File: src/rtl/load_store_unit.sv
// rtl/load_store_unit.sv - MEM-stage load/store unit: alignment check, lane steering,
// memory handshake with response timeout, and load extraction/extension.
module load_store_unit #(
  parameter int TimeoutCycles = 15,
  parameter int DPW           = 32
) (
  input  logic           clk,
  input  logic           rst,
  input  logic           req_valid,
  input  logic           req_we,
  input  logic [1:0]     req_size,
  input  logic           req_unsigned,
  input  logic [DPW-1:0] req_addr,
  input  logic [DPW-1:0] req_wdata,
  output logic           stall,
  output logic           done,
  output logic [DPW-1:0] load_data,
  output logic           misalign,
  output logic           timeout,
  output logic           mem_req,
  output logic           mem_we,
  output logic [DPW-1:0] mem_addr,
  output logic [3:0]     mem_wstrb,
  output logic [DPW-1:0] mem_wdata,
  input  logic           mem_ready,
  input  logic           mem_rvalid,
  input  logic [DPW-1:0] mem_rdata
);

  localparam logic [1:0] ST_IDLE = 2'd0;
  localparam logic [1:0] ST_REQ  = 2'd1;
  localparam logic [1:0] ST_WAIT = 2'd2;
  localparam logic [1:0] ST_DONE = 2'd3;

  localparam int CW = $clog2(TimeoutCycles + 1);

  logic [1:0]     state_q, state_d;
  logic [CW-1:0]  cnt_q, cnt_d;
  logic [DPW-1:0] addr_q, addr_d;
  logic           we_q, we_d;
  logic [3:0]     wstrb_q, wstrb_d;
  logic [DPW-1:0] wdata_q, wdata_d;
  logic [1:0]     off_q, off_d;
  logic [1:0]     size_q, size_d;
  logic           uns_q, uns_d;
  logic           misalign_q, misalign_d;
  logic           timeout_q, timeout_d;
  logic [DPW-1:0] load_data_q, load_data_d;

  logic           req_misaligned;
  logic [3:0]     req_strb;
  logic [DPW-1:0] rdata_shifted;
  logic [DPW-1:0] rdata_ext;
  logic           timeout_hit;

  always_comb begin
    req_misaligned = 1'b0;
    case (req_size)
      2'b01:   req_misaligned = req_addr[0];
      2'b10:   req_misaligned = |req_addr[1:0];
      2'b11:   req_misaligned = 1'b1;
      default: req_misaligned = 1'b0;
    endcase
  end

  always_comb begin
    req_strb = 4'b1111;
    case (req_size)
      2'b00:   req_strb = 4'b0001 << req_addr[1:0];
      2'b01:   req_strb = 4'b0011 << req_addr[1:0];
      default: req_strb = 4'b1111;
    endcase
  end

  // Right-align the addressed lane, then extend from the access width.
  always_comb begin
    rdata_shifted = mem_rdata >> {off_q, 3'b000};
    rdata_ext     = rdata_shifted;
    case (size_q)
      2'b00:   rdata_ext = {{(DPW-8){~uns_q & rdata_shifted[7]}}, rdata_shifted[7:0]};
      2'b01:   rdata_ext = {{(DPW-16){~uns_q & rdata_shifted[15]}}, rdata_shifted[15:0]};
      default: rdata_ext = mem_rdata;
    endcase
  end

  assign timeout_hit = (cnt_q == CW'(TimeoutCycles - 1));

  always_comb begin
    state_d     = state_q;
    cnt_d       = cnt_q;
    addr_d      = addr_q;
    we_d        = we_q;
    wstrb_d     = wstrb_q;
    wdata_d     = wdata_q;
    off_d       = off_q;
    size_d      = size_q;
    uns_d       = uns_q;
    misalign_d  = 1'b0;
    timeout_d   = 1'b0;
    load_data_d = load_data_q;
    case (state_q)
      ST_IDLE: begin
        if (req_valid) begin
          if (req_misaligned) begin
            state_d    = ST_DONE;
            misalign_d = 1'b1;
          end else begin
            state_d = ST_REQ;
            cnt_d   = '0;
            addr_d  = {req_addr[DPW-1:2], 2'b00};
            we_d    = req_we;
            wstrb_d = req_strb;
            wdata_d = req_wdata << {req_addr[1:0], 3'b000};
            off_d   = req_addr[1:0];
            size_d  = req_size;
            uns_d   = req_unsigned;
          end
        end
      end
      ST_REQ: begin
        // A completing handshake on the last allowed cycle wins over the timeout.
        if (mem_ready && we_q) begin
          state_d = ST_DONE;
        end else if (mem_ready && mem_rvalid) begin
          state_d     = ST_DONE;
          load_data_d = rdata_ext;
        end else if (timeout_hit) begin
          state_d     = ST_DONE;
          timeout_d   = 1'b1;
          load_data_d = '0;
        end else begin
          cnt_d = cnt_q + CW'(1);
          if (mem_ready) state_d = ST_WAIT;
        end
      end
      ST_WAIT: begin
        if (mem_rvalid) begin
          state_d     = ST_DONE;
          load_data_d = rdata_ext;
        end else if (timeout_hit) begin
          state_d     = ST_DONE;
          timeout_d   = 1'b1;
          load_data_d = '0;
        end else begin
          cnt_d = cnt_q + CW'(1);
        end
      end
      default: state_d = ST_IDLE;
    endcase
  end

  always_ff @(posedge clk) begin
    if (rst) begin
      state_q     <= ST_IDLE;
      cnt_q       <= '0;
      addr_q      <= '0;
      we_q        <= 1'b0;
      wstrb_q     <= '0;
      wdata_q     <= '0;
      off_q       <= '0;
      size_q      <= '0;
      uns_q       <= 1'b0;
      misalign_q  <= 1'b0;
      timeout_q   <= 1'b0;
      load_data_q <= '0;
    end else begin
      state_q     <= state_d;
      cnt_q       <= cnt_d;
      addr_q      <= addr_d;
      we_q        <= we_d;
      wstrb_q     <= wstrb_d;
      wdata_q     <= wdata_d;
      off_q       <= off_d;
      size_q      <= size_d;
      uns_q       <= uns_d;
      misalign_q  <= misalign_d;
      timeout_q   <= timeout_d;
      load_data_q <= load_data_d;
    end
  end

  assign done      = (state_q == ST_DONE);
  assign stall     = req_valid & ~done;
  assign misalign  = misalign_q;
  assign timeout   = timeout_q;
  assign load_data = load_data_q;
  assign mem_req   = (state_q == ST_REQ);
  assign mem_we    = we_q;
  assign mem_addr  = addr_q;
  assign mem_wstrb = wstrb_q;
  assign mem_wdata = wdata_q;

endmodule

File: config.mk
export PLATFORM = sky130hd
export DESIGN_NAME = load_store_unit
export DESIGN_NICKNAME = d
export VERILOG_FILES = /design/src/rtl/load_store_unit.sv
export SDC_FILE = /design/constraint.sdc
export NUM_CORES = 1
export LEC_CHECK = 0
export ABC_AREA = 1
export CAP_MARGIN = 40
export CORE_AREA = 2 2 121 123
export CTS_CLUSTER_DIAMETER = 80
export DETAILED_ROUTE_END_ITERATION = 10
export DIE_AREA = 0 0 123 125
export GPL_TIMING_DRIVEN = 0
export PLACE_DENSITY = 0.74
export SYNTH_ARGS = -nofsm -noshare
export SYNTH_HDL_FRONTEND = slang
export SYNTH_SLANG_ARGS = --single-unit
File: constraint.sdc
create_clock -name clk -period 2.4 [get_ports clk]
set_input_delay 0.48 -clock clk [delete_from_list [all_inputs] [get_ports clk]]
set_output_delay 0.48 -clock clk [all_outputs]
set_load 0.01 [all_outputs]
# Word level (Yosys, flattened, before mapping)
# Cells that the tools add are included.
[totals]
word_cells = 83
n_memories = 0
rom_bits = 0
register_bits = 112
mem_bits_rw = 0
output_inout_bits = 106
latchBits = 0
in_bits = 105
[classes]
order_cmp = 0
bitwise = 8
reduce_logical = 13
shifts = 4
div_mod_pow = 0
eq_ne = 15
mul = 0
n_addsub = 1
n_mux = 30
[op_table]
columns = ["cell", "count"]
rows = [
  ["32-bit two-way mux", 4],
  ["32-bit one-hot mux with 2 select lines", 2],
  ["32-bit by 5-bit left shift with 32-bit output", 1],
  ["32-bit by 5-bit >> shifter with 16-bit output", 1],
  ["4-bit two-way mux", 6],
  ["2-bit two-way mux", 8],
  ["4-bit one-hot mux with 3 select lines", 1],
  ["2-bit != test (second input constant)", 5],
  ["2-bit equality test (second input constant)", 4],
  ["4-bit one-hot mux with 2 select lines", 1],
  ["2-bit by 1-bit equality test with 1-bit output (second input constant)", 3],
  ["2-bit zero test", 3],
  ["2-bit one-hot mux with 3 select lines", 1],
  ["3-bit AND reduction", 2],
  ["6-bit AND reduction", 1],
  ["1-bit two-way mux", 5],
  ["5-bit by 1-bit != test with 1-bit output (second input constant)", 1],
  ["1-bit NOT", 5],
  ["4-bit by 1-bit adder with 4-bit output (second input constant)", 1],
  ["4-bit equality test (second input constant)", 1],
  ["1-bit by 2-bit left shift with 4-bit output (first input constant)", 1],
  ["2-bit by 2-bit left shift with 4-bit output (first input constant)", 1],
  ["1-bit bitwise AND", 3],
  ["3-bit != test (second input constant)", 1],
  ["other kinds (8)", 9],
]

# Longest topological paths before layout
# Gate-level depths: netlist (run 1).
[logic_depth]
word_depth = 6
depth_mapped = 10
ltp_nobuf = 9

# Worst setup path after synthesis (run 1)
# OpenSTA, ideal clock, no wires.
[synth_timing]
kind = "reg-to-reg"
start = "register state_q[0]"
end = "register cnt_q[3]"
path_stages_with_launch = 9
required_ns = 2.268
arrival_ns = 1.545
synth_period_minus_slack_ns = 1.678
path_buffers = 0
path_slack_ns = 0.722
setup_time_ns = 0.132
cell_sequence = "dfxtp_1 > inv_1 > ha_1 > inv_1 > nor2_1 > nor3_1 > nand2_1 > nand2_1 > a21oi_1"
[synth_between]
elab_chain_cells = 3
word_cells_on_any_way = 11
classes_between = "eq/ne (7); mux (1); reduce/logical (3)"
[synth_lines]
columns = ["element", "line", "source"]
rows = [
  ["start: declaration", "37", "logic [1:0] state_q, state_d;"],
  ["start signal: assignment", "167", "state_q <= state_d;"],
  ["2-bit equality test, or another cell as far along", "101", "case (state_q)"],
  ["2-bit != test (no line) or 3-bit nonzero test (tied branches)", "--", ""],
  ["6-bit AND reduction (no line)", "--", ""],
  ["end signal: assignment", "168", "cnt_q <= cnt_d;"],
  ["end: declaration", "38", "logic [CW-1:0] cnt_q, cnt_d;"],
]
# Several ways; a longest one is shown, not always the timed one.
# A chain may end at the register's enable or synchronous reset.

# Worst setup path in the final report (run 1)
[layout_timing]
start = "input port req_valid"
end = "output port stall"
[layout_between]
elab_chain_cells = 1
[layout_lines]
columns = ["element", "line", "source"]
rows = [
  ["start: declaration", "9", "input logic req_valid,"],
  ["1-bit bitwise AND", "183", "assign stall = req_valid & ~done;"],
  ["end: declaration", "15", "output logic stall,"],
]
# No other way between the ends.

==> flow_metrics.py, run 1 <==
metrics = {
    "worst_setup_path": {
        "end_kind": "output pin",
        "critPathLaunchType": "primary input",
        "r2r_start": "state_q[0]$_SDFFE_PP0P_",
        "rrSetupSlack_ns": 0.31,
        "critPathKind": "primary input to output pin",
        "crit_arrival_ns": 1.65,
        "crit_start": "req_valid",
        "cp_max_fo": 2,
        "worstPathRequired_ns": 1.92,
    },
    "pwr": {
        "p_seq_share_pct": 36.2,
        "intPower_mw": 3.92,
        "p_sw_mw": 2.34,
        "switching_share_pct": 37.4,
        "comb_power_share_pct": 39.5,
        "p_leak_nw": 3.06,
        "power.density_nw_per_um2": 774,
        "power.share.clock_pct": 24.3,
        "total_power_mw": 6.27,
        "vdd_drop_max_v": 0.000371,
    },
    "logic_synthesis": {
        "synth_ff_type": "dfxtp_1",
        "ys_async_sr_fraction_pct": 0,
        "synth_seq_area_share_pct": 40.7,
        "yosys.cell_types.count": 34,
        "synth_mux_area_share_pct": 0.182,
        "ys_seq_elements": 112,
        "synth-simple-area-share_pct": 32.0,
        "synth_cells": 820,
        "syn-mean-instance-area_um2": 6.72,
        "synth-edff-count": 0,
        "synth_xor_area_share_pct": 0.318,
        "synth_top_family_by_area": "simple AND/OR/NAND/NOR gates",
        "yosysWarningCount": 0,
        "synth_compound_area_share_pct": 17.7,
        "synthAdderAreaFrac_pct": 1.36,
        "syn_area_um2": 5510,
    },
    "timing": {
        "rsz0062_at_grt": "no",
        "setup_viol_count_final": 0,
        "maxSlewHeadroom_pct": 51.2,
        "min_period_ns": 2.13,
        "tightest_slew_ns": 0.732,
        "hold_ws_ns": 0.466,
        "period_share_pct": 88.8,
        "fin_ws_ns": 0.270,
        "drv_slew": 0,
        "final_hold_viol_count": 0,
        "fmaxAchievable_ghz": 0.469,
        "finClkSkew_ns": 0.00664,
        "tns_ns": 0,
    },
    "global_route": {
        "busiest_layer": "met2",
        "grt_pass1_vias": 5822,
        "groute.layer.met2.usage_pct": 39.2,
        "gr-usage-met3_pct": 8.35,
        "met1_usage_pct": 30.5,
        "grt_remaining_overflow": 0,
        "grt_max_degree": 22,
        "grt_use_total_pct": 24.6,
        "grt_pass1_wl_um": 29600,
        "antenna_found_initial": 0,
    },
    "placed_design": {
        "place_ws_ns": 0.135,
        "placement.io_buffers": 205,
        "hpwl_um": 14300,
        "placed_area_um2": 7800,
        "place_congestion": 0.913,
    },
    "drt": {
        "drc": 0,
        "drt_wl_total_um": 18800,
        "wl_per_cell_um": 15.3,
        "ant_nets": 0,
        "num_vias": 6158,
        "drt-pass1-iter-count": 6,
        "avgViaCountPerCell": 5.02,
        "drt_first_iter_violations": 432,
    },
    "status": {
        "status": "finished clean",
    },
    "cts": {
        "cts_hold_buf": 0,
        "cts_buffers": 9,
        "cts.sinks": 112,
        "cts_root_buf": "clkbuf_16",
        "clkTransAtPathRegs_ns": 0.08,
        "clkLatencyLatePin_ns": 0.36,
        "cts_buffer_depth": 2,
        "cts_max_level": 3,
        "postCtsSetupBuffers": 0,
        "ctsResizeCount": 0,
        "tritoncts": "built",
    },
    "floorplan": {
        "start_util_pct": 38.8,
        "fp.dieW_um": 123,
        "ios": 211,
        "num_rows": 44,
        "dieArea_um2": 15400,
        "core_um2": 14200,
        "die_y_um": 125,
    },
    "final_layout": {
        "syn2layout_area_growth_pct": 46.9,
        "finalInstanceArea_um2": 8100,
        "diodes": 0,
        "layout.nets": 1148,
        "fillers": 1374,
        "drive_gt1_share_pct": 7.68,
        "seqCellArea_um2": 2240,
        "multi_input_area_um2": 2850,
    },
    "hold_path": {
        "hold_class": "register to register",
        "holdCritStartpoint": "mem_wstrb[3]$_SDFFE_PP0P_",
    },
    "job": {
        "drv_cap": 0,
    },
}
power groups by stage:
stage | logic [mW] | registers, mW | clock network (mW)
after floorplan | 1.32 | 2.39 | 0
after global placement | 2.46 | 2.30 | 0
after detailed placement | 2.47 | 2.31 | 0
after CTS | 2.48 | 2.27 | 1.56
after global routing | 2.75 | 2.30 | 1.63
final | 2.48 | 2.27 | 1.52
cell usage after synthesis (2+ instances only):
cell,count,share of area [%]
nand2_2,8,0.91
buf_4,6,0.82
o211ai_1,6,0.82
nand2_1,307,21
clkbuf_1,25,1.7
a21oi_2,10,1.6
nor3_1,2,0.18
ha_1,6,1.4
buf_6,4,0.82
nor2_2,4,0.45
o21ai_1,2,0.18
buf_2,21,1.9
nor2_1,29,2.0
nand3_1,72,6.5
a21oi_1,102,9.3
o21ai_0,59,5.4
dfxtp_1,112,41
inv_1,25,1.7
inv_2,4,0.27
nand3_2,2,0.36
cell usage in the layout, fill, tap and decap left out, drive strengths merged, types with 5 or more instances in the layout:
cell type	n
a21oi	112
buf	33
clkbuf	34
clkdlybuf4s50	205
clkinv	5
dfxtp	112
ha	6
inv	32
nand2	315
nand3	75
nor2	34
o211ai	6
o21ai	62
metal layers:
metal,routed length [µm],vias to the layer above
met2,8360,265
met3,1890,42
met5,0,-
li1,-,3102
met1,7880,2749
met4,641,0
path summary, 6_finish.rpt:
check / endpoint / cells after the start
setup reg to reg: cnt_q[3]$_SDFFE_PP0P_ / 8
hold / removal: mem_wstrb[3]$_SDFFE_PP0P_ / 2
hold reg to reg: mem_wstrb[3]$_SDFFE_PP0P_ / 2
setup / recovery: stall / 4
cells by family (layout without fill, tap and decap cells):
logic type	Yosys count	in the layout
other	1	2
xor gates and xnor gates	2	2
and+or+nand+nor	427	427
muxes	1	1
buffers and inverters	88	309
DFF	112	112
adders and majority gates	6	6
AOI/OAI and AO/OA	183	183
per-stage QoR:
| step | std cells | utilization [%] |
|---|---|---|
| finish | 1226 | 57.0 |
| global route | 1226 | 57.0 |
| CTS | 1226 | 57.0 |
| detailed placement | 1210 | 54.9 |
| global placement | 1210 | 54.9 |
| floorplan | 821 | - |
area by class of cell:
cell class,instances,area share [%]
Sequential cell,112,27.7
Timing Repair Buffer,205,25.3
Inverter,30,1.41
Multi-Input combinational cell,621,35.2
Buffer,58,3.80
Clock buffer,9,2.78
Clock inverter,7,0.927
Tap cell,184,2.84
registers in the layout (all words and copies together), names as in the netlist:
signal / flops
mem_wstrb: 4
size_q: 2
load_data: 32
uns_q: 1
state_q: 2
timeout: 1
cnt_q: 4
mem_addr: 30
mem_we: 1
misalign: 1
mem_wdata: 32
off_q: 2
critical path, stage by stage:
cell,delay [ns]
clkdlybuf4s50_1,0.48
inv_1,0.06
nor2_1,0.08
clkdlybuf4s50_1,0.55
Power figures use the tool's default switching activity.
==> run 2, diff against run 1 <==
--- a/config.mk
+++ b/config.mk
@@ -6,11 +6,11 @@
 export NUM_CORES = 1
 export LEC_CHECK = 0
 export ABC_AREA = 1
-export CAP_MARGIN = 40
 export CORE_AREA = 2 2 121 123
 export CTS_CLUSTER_DIAMETER = 80
 export DETAILED_ROUTE_END_ITERATION = 10
 export DIE_AREA = 0 0 123 125
+export GPL_ROUTABILITY_DRIVEN = 0
 export GPL_TIMING_DRIVEN = 0
 export PLACE_DENSITY = 0.74
 export SYNTH_ARGS = -nofsm -noshare
==> flow_metrics.py, run 2 (synthesis results as in run 1) <==
metrics = {
    "job": {
        "drv_cap": 0,
    },
    "cts": {
        "cts_max_level": 3,
        "cts_hold_buf": 0,
        "cts_root_buf": "clkbuf_16",
        "tritoncts": "built",
        "cts_buffer_depth": 2,
        "ctsResizeCount": 0,
        "clkLatencyLatePin_ns": 0.37,
        "clkTransAtPathRegs_ns": 0.07,
        "postCtsSetupBuffers": 0,
        "cts_buffers": 9,
        "cts.sinks": 112,
    },
    "timing": {
        "hold_ws_ns": 0.465,
        "tightest_slew_ns": 0.724,
        "fmaxAchievable_ghz": 0.474,
        "period_share_pct": 87.9,
        "drv_slew": 0,
        "setup_viol_count_final": 0,
        "min_period_ns": 2.11,
        "tns_ns": 0,
        "final_hold_viol_count": 0,
        "maxSlewHeadroom_pct": 51.7,
        "rsz0062_at_grt": "no",
        "finClkSkew_ns": 0.00722,
    },
    "placed_design": {
        "hpwl_um": 14100,
        "dp.cells": 1210,
        "placement.io_buffers": 205,
    },
    "global_route": {
        "grt_use_total_pct": 24.7,
        "grt_pass1_wl_um": 29900,
        "grt_max_degree": 22,
        "grt_pass1_vias": 5982,
        "grt_remaining_overflow": 0,
        "antenna_found_initial": 0,
    },
    "status": {
        "status": "finished clean",
    },
    "worst_setup_path": {
        "critPathSlowestCell": "clkdlybuf4s50_1",
        "worstPathRequired_ns": 1.92,
        "r2r_start": "state_q[0]$_SDFFE_PP0P_",
        "rrSetupSlack_ns": 0.29,
        "crit_arrival_ns": 1.63,
        "slowest_delay_ns": 0.54,
        "reg2regPathDepth": 8,
        "worstPathCellList": "clkdlybuf4s50_1, inv_1, nor2_1, clkdlybuf4s50_1",
        "end_kind": "output pin",
        "crit_start": "req_valid",
        "critPathKind": "primary input to output pin",
        "endpoint": "stall",
        "crit_path_frequent_cell": "clkdlybuf4s50_1",
        "worstReg2RegEnd": "cnt_q[3]$_SDFFE_PP0P_",
        "cp_max_fo": 2,
        "critPathLaunchType": "primary input",
    },
    "drt": {
        "drt_wl_total_um": 18700,
        "ant_nets": 0,
        "wl_per_cell_um": 15.3,
        "avgViaCountPerCell": 5.12,
        "num_vias": 6283,
        "drc": 0,
        "drt_first_iter_violations": 412,
        "drt-pass1-iter-count": 5,
    },
    "pwr": {
        "p_leak_nw": 3.06,
        "power.density_nw_per_um2": 775,
        "vdd_drop_max_v": 0.000359,
    },
    "floorplan": {
        "dieArea_um2": 15400,
        "ios": 211,
        "die_y_um": 125,
        "num_rows": 44,
        "start_util_pct": 38.8,
        "fp.dieW_um": 123,
        "core_um2": 14200,
    },
    "final_layout": {
        "diodes": 0,
        "stdcell_count": 1226,
        "final_common_cell": "nand2_1",
        "fillers": 1401,
        "drive_gt1_share_pct": 7.68,
        "layout.nets": 1148,
        "layout_common_cells": "nand2_1 (307), clkdlybuf4s50_1 (205), dfxtp_1 (112)",
        "utilization_pct": 57.0,
        "syn2layout_area_growth_pct": 46.9,
    },
    "hold_path": {
        "hold_class": "register to register",
    },
}
-- run 2: cell types whose count changed in the layout (fill, tap and decap cells not counted) --
cell,delta
clkinv_4,-1
inv_8,-1
inv_6,+2
-- run 2: critical path, delay by kind of cell --
kind	cells	cell delay [ns]
and+or+nand+nor	1	0.08
buffers and inverters	3	1.06
-- run 2: stage by stage --
step	instance area, µm²	worst slack, ns	power (mW)
floorplan	5510	0.722	3.71
global placement	7800	0.143	4.75
detailed placement	7800	0.109	4.78
CTS	8090	0.280	6.30
global route	8090	0.140	6.67
finish	8090	0.289	6.27
-- run 2: final cells by class --
type / count / area (µm²) / share of cell area [%]
buffer: 58 / 308 / 3.80
multi-input combinational: 621 / 2850 / 35.2
sequential: 112 / 2240 / 27.7
inverter: 30 / 114 / 1.41
clock inverter: 7 / 72.6 / 0.897
timing repair buffer: 205 / 2050 / 25.4
clock buffer: 9 / 225 / 2.78
tap: 184 / 230 / 2.84
-- run 2: worst min-delay path by stage --
stage                                    start                    endpoint  slack, ns  depth (start not counted)
floorplan               size_q[0]$_SDFFE_PP0P_      size_q[0]$_SDFFE_PP0P_       0.46                          2
detailed placement  load_data[20]$_SDFFE_PP0P_  load_data[20]$_SDFFE_PP0P_       0.46                          2
finish              load_data[20]$_SDFFE_PP0P_  load_data[20]$_SDFFE_PP0P_       0.46                          2
global placement      mem_addr[7]$_SDFFE_PP0P_    mem_addr[7]$_SDFFE_PP0P_       0.45                          2
global route        load_data[22]$_SDFFE_PP0P_  load_data[22]$_SDFFE_PP0P_       0.49                          2
CTS                 load_data[20]$_SDFFE_PP0P_  load_data[20]$_SDFFE_PP0P_       0.47                          2
-- run 2: power breakdown --
group          internal (mW)  switching [mW]
registers               2.12           0.153
clock network          0.738           0.787
logic                   1.07            1.41
total                   3.92            2.35
-- run 2: layer usage --
metal,global-route usage (%),up-vias,wire (µm)
met3,8.17,47,1970
met1,30.5,2850,7760
met5,0,-,0
met4,8.89,0,556
li1,-,3100,-
met2,39.9,286,8440
==> run 3, diff against run 2 <==
--- a/config.mk
+++ b/config.mk
@@ -12,7 +12,7 @@
 export DIE_AREA = 0 0 123 125
 export GPL_ROUTABILITY_DRIVEN = 0
 export GPL_TIMING_DRIVEN = 0
-export PLACE_DENSITY = 0.74
+export PLACE_DENSITY = 0.77
 export SYNTH_ARGS = -nofsm -noshare
 export SYNTH_HDL_FRONTEND = slang
 export SYNTH_SLANG_ARGS = --single-unit
==> flow_metrics.py, run 3 (synthesis results as in run 1) <==
metrics = {
    "floorplan": {
        "start_util_pct": 38.8,
        "dieArea_um2": 15400,
        "core_um2": 14200,
        "fp.dieW_um": 123,
        "ios": 211,
        "num_rows": 44,
        "die_y_um": 125,
    },
    "global_route": {
        "grt_remaining_overflow": 0,
        "grt_pass1_wl_um": 29300,
        "grt_use_total_pct": 24.2,
        "grt_pass1_vias": 5823,
        "grt_max_degree": 23,
        "antenna_found_initial": 0,
    },
    "final_layout": {
        "syn2layout_area_growth_pct": 47.1,
        "drive_gt1_share_pct": 7.68,
        "layout_common_cells": "nand2_1 (307), clkdlybuf4s50_1 (205), dfxtp_1 (112)",
        "finalInstanceArea_um2": 8110,
        "final_common_cell": "nand2_1",
        "layout.nets": 1148,
        "diodes": 0,
    },
    "cts": {
        "cts_hold_buf": 0,
        "cts_buffers": 9,
        "cts_max_level": 3,
        "clkLatencyLatePin_ns": 0.37,
        "tritoncts": "built",
        "ctsResizeCount": 0,
        "cts.sinks": 112,
        "postCtsSetupBuffers": 0,
        "cts_root_buf": "clkbuf_16",
        "clkTransAtPathRegs_ns": 0.08,
        "cts_buffer_depth": 2,
    },
    "timing": {
        "setup_viol_count_final": 0,
        "tns_ns": 0,
        "drv_slew": 0,
        "rsz0062_at_grt": "no",
        "fmaxAchievable_ghz": 0.470,
        "finClkSkew_ns": 0.00923,
        "tightest_slew_ns": 0.687,
        "fin_ws_ns": 0.271,
        "maxSlewHeadroom_pct": 54.2,
        "final_hold_viol_count": 0,
        "period_share_pct": 88.7,
        "min_period_ns": 2.13,
        "hold_ws_ns": 0.466,
    },
    "drt": {
        "num_vias": 6162,
        "ant_nets": 0,
        "drt-pass1-iter-count": 5,
        "drc": 0,
        "wl_per_cell_um": 15.1,
        "drt_wl_total_um": 18500,
        "drt_first_iter_violations": 539,
        "avgViaCountPerCell": 5.03,
    },
    "pwr": {
        "vdd_drop_max_v": 0.000366,
        "power.density_nw_per_um2": 776,
        "p_leak_nw": 3.06,
    },
    "placed_design": {
        "hpwl_um": 14000,
        "placement.io_buffers": 205,
        "placed_area_um2": 7800,
        "place_ws_ns": 0.139,
    },
    "worst_setup_path": {
        "r2r_start": "state_q[0]$_SDFFE_PP0P_",
        "worstPathRequired_ns": 1.92,
        "worstReg2RegEnd": "cnt_q[3]$_SDFFE_PP0P_",
        "critPathLaunchType": "register",
        "reg2regPathDepth": 8,
        "crit_arrival_ns": 1.65,
        "rrSetupSlack_ns": 0.28,
        "cp_max_fo": 4,
        "critPathKind": "register to output pin",
        "end_kind": "output pin",
    },
    "hold_path": {
        "hold_depth": 2,
        "hold_class": "register to register",
        "hold_end": "load_data[19]$_SDFFE_PP0P_",
        "holdCritStartpoint": "load_data[19]$_SDFFE_PP0P_",
    },
    "status": {
        "status": "finished clean",
    },
    "job": {
        "drv_cap": 0,
    },
}
[run 3: cell types whose count changed in the layout (fill, tap and decap cells not counted), sizes merged]
cell / before / now
clkinv: 4 / 5
inv: 33 / 32
[run 3: layout make-up]
| class | instances | area (µm²) |
|---|---|---|
| tap | 184 | 230 |
| clock buffer | 9 | 225 |
| timing repair buffer | 205 | 2050 |
| fill | 1375 | 6100 |
| clock inverter | 7 | 86.3 |
| multi-input combinational | 621 | 2850 |
| buffer | 58 | 308 |
| inverter | 30 | 114 |
| sequential | 112 | 2240 |
[run 3: per-stage QoR]
step	std cells	utilization (%)	total power, mW
after global placement	1210	54.9	4.73
after floorplan	821	-	3.71
final	1226	57.1	6.29
after CTS	1226	57.1	6.33
after detailed placement	1210	54.9	4.76
after global routing	1226	57.1	6.71
[run 3: critical path: stages, from the launching register on]
cell and delay [ns]:
dfxtp_1 0.37, ha_1 0.26, nor2_1 0.11, clkdlybuf4s50_1 0.55
[run 3: metal layers]
layer,GRT usage [%],share of wire [%],vias up
li1,-,-,3095
met1,29.2,42,2765
met2,40.2,46,269
met3,8.12,9.8,33
met4,8.16,2.3,0
met5,0,0,-
[run 3: worst max-delay path by stage]
stage | startpoint | endpoint | depth (start not counted)
CTS | state_q[0]$_SDFFE_PP0P_ | stall | 3
floorplan | state_q[0]$_SDFFE_PP0P_ | cnt_q[3]$_SDFFE_PP0P_ | 8
global route | state_q[0]$_SDFFE_PP0P_ | cnt_q[3]$_SDFFE_PP0P_ | 8
global placement | req_size[1] | mem_wdata[30]$_SDFFE_PP0P_ | 8
detailed placement | mem_rvalid | load_data[28]$_SDFFE_PP0P_ | 8
finish | state_q[0]$_SDFFE_PP0P_ | stall | 3
[run 3: where the power goes]
| group | switching, mW | leakage [nW] | total (mW) | internal, mW |
|---|---|---|---|---|
| Clock | 0.808 | 0.151 | 1.56 | 0.750 |
| Combinational | 1.39 | 2.00 | 2.46 | 1.07 |
| Sequential | 0.154 | 0.911 | 2.27 | 2.12 |
| Total | 2.36 | 3.06 | 6.29 | 3.94 |
==> patch (flow settings as in run 2) <==
Set the parameter `TimeoutCycles` to 14 (it was 15).
--- a/src/rtl/load_store_unit.sv
+++ b/src/rtl/load_store_unit.sv
@@ -3,3 +3,3 @@
 module load_store_unit #(
-  parameter int TimeoutCycles = 15,
+  parameter int TimeoutCycles = 14,
   parameter int DPW           = 32
Check against the original RTL: same outputs for any inputs over 4 cycles, from zero or initial values and one cycle with rst high; that may be too few to reach the edited logic, so the function may still have changed.
==> patch against run 2 <==
Worst setup slack better by 0.0012 ns. Highest routed layer unchanged. Power up 0.32%. Utilization rose by 0.062 points. Combinational power is essentially flat. Routed wire length decreased by 0.56%. Sequential cell count did not move. Cell area grew 0.11%. Non-clock buffer count unchanged. Area after synthesis barely moved. Count of clock-buffer cells in the layout is the same.
==> patch: results (changes against run 2) <==
global_routing:
  met1_usage: 0.291  # -0.0135
  grt_max_degree: 23  # +4.5%
  antenna_found_initial: 0  # unchanged
  grt_util_met2: 0.395  # -0.00455
  grt_usage: 0.241  # -0.00529
  grt_pass1_wl_mm: 29.1  # -2.7%
  grt_pass1_vias: 5823  # -2.7%
  met3_usage: 0.0931  # +0.0114
critical_path:
  r2r_end: "cnt_q[1]"
  cp_data_arrival_time_ns: 1.63  # about the same
  r2r_slack_ns: 0.34  # +0.05 ns
routing:
  drt_iter0_drc: 442  # +7.3%
  wl_met2_mm: 8.53  # +1.1%
  wl_met1_mm: 7.73  # -0.32%
  routedWlPerCell_um: 15.2  # -0.56%
  wl_mm: 18.6  # -0.56%
  routed_via_density: 5.00  # -2.5%
  dr_wl_met3_mm: 2.01  # +1.9%
yosys:
  synth.area.top_cells: "dfxtp_1 41%, nand2_1 21%, a21oi_1 9.2%"
  synthAdderAreaFrac: 0.0136  # about the same
  synth_compound_area_frac: 0.177  # about the same
  synth_commonest_cells: "307 x nand2_1, 112 x dfxtp_1, 101 x a21oi_1"
  ys_seq_area_frac: 0.407  # about the same
  syn_avg_cell_area_sq_um: 6.72  # about the same
  synth_xor_area_frac: 0.00318  # about the same
  synth_mux_area_frac: 0.00182  # about the same
sta:
  tightest_slew_ns: 0.689  # -0.0352 ns
  clock-skew-final_ns: 0.00822  # +0.000995 ns
placed_design:
  placed_cell_area_sq_um: 7790  # about the same
  hpwl_mm: 14.1  # -0.31%
cells_and_area:
  fill_cells: 1388  # -0.93%
  seq_share: 0.277  # -0.000299
  antennaDiodeCount: 0  # unchanged
  layout_commonest_cell: "nand2_1"
  clock_area_frac: 0.0380  # +0.00120
  nonClkBufAreaFrac: 0.291  # -0.000315
  multi_input_area_share: 0.352  # -0.000535
power:
  p_sw_mw: 2.35  # -0.19%
  ir_drop_v: 0.000377  # +5.1%
  swShare: 0.373  # -0.00189
  p_leak_nw: 3.07  # +0.33%
run_status:
  status: "finished clean"
worst_hold_path:
  min_path_type: "flop to flop"
  hp-start: "mem_addr[14]"
==> patch: cell count changes after synthesis <==
cell and change:
a21oi_1 -1, nand3_1 -1, nor2_1 +1, o21ai_0 +1
==> patch: cell families (layout without fill, tap and decap cells) <==
logic type / after synthesis / count (layout)
AO/OA/AOI/OAI: 183 / 183
XOR/XNOR: 2 / 2
adder cells (fa/ha/maj): 6 / 6
buffers and inverters: 88 / 309
flip-flops: 112 / 112
multiplexers: 1 / 1
other: 1 / 2
AND/OR/NAND/NOR: 427 / 427
==> patch: per-stage QoR <==
step | worst slack (ns) | utilization | hold slack [ns]
floorplan | 0.689 | - | 0.463
global route | 0.191 | 0.570 | 0.480
CTS | 0.277 | 0.570 | 0.467
global placement | 0.147 | 0.549 | 0.451
finish | 0.291 | 0.570 | 0.466
detailed placement | 0.111 | 0.549 | 0.456
==> patch: tightest hold or removal path: stages (launching register included) <==
cell	delay, ns
dfxtp_1	0.32
nand2_1	0.06
a21oi_1	0.05
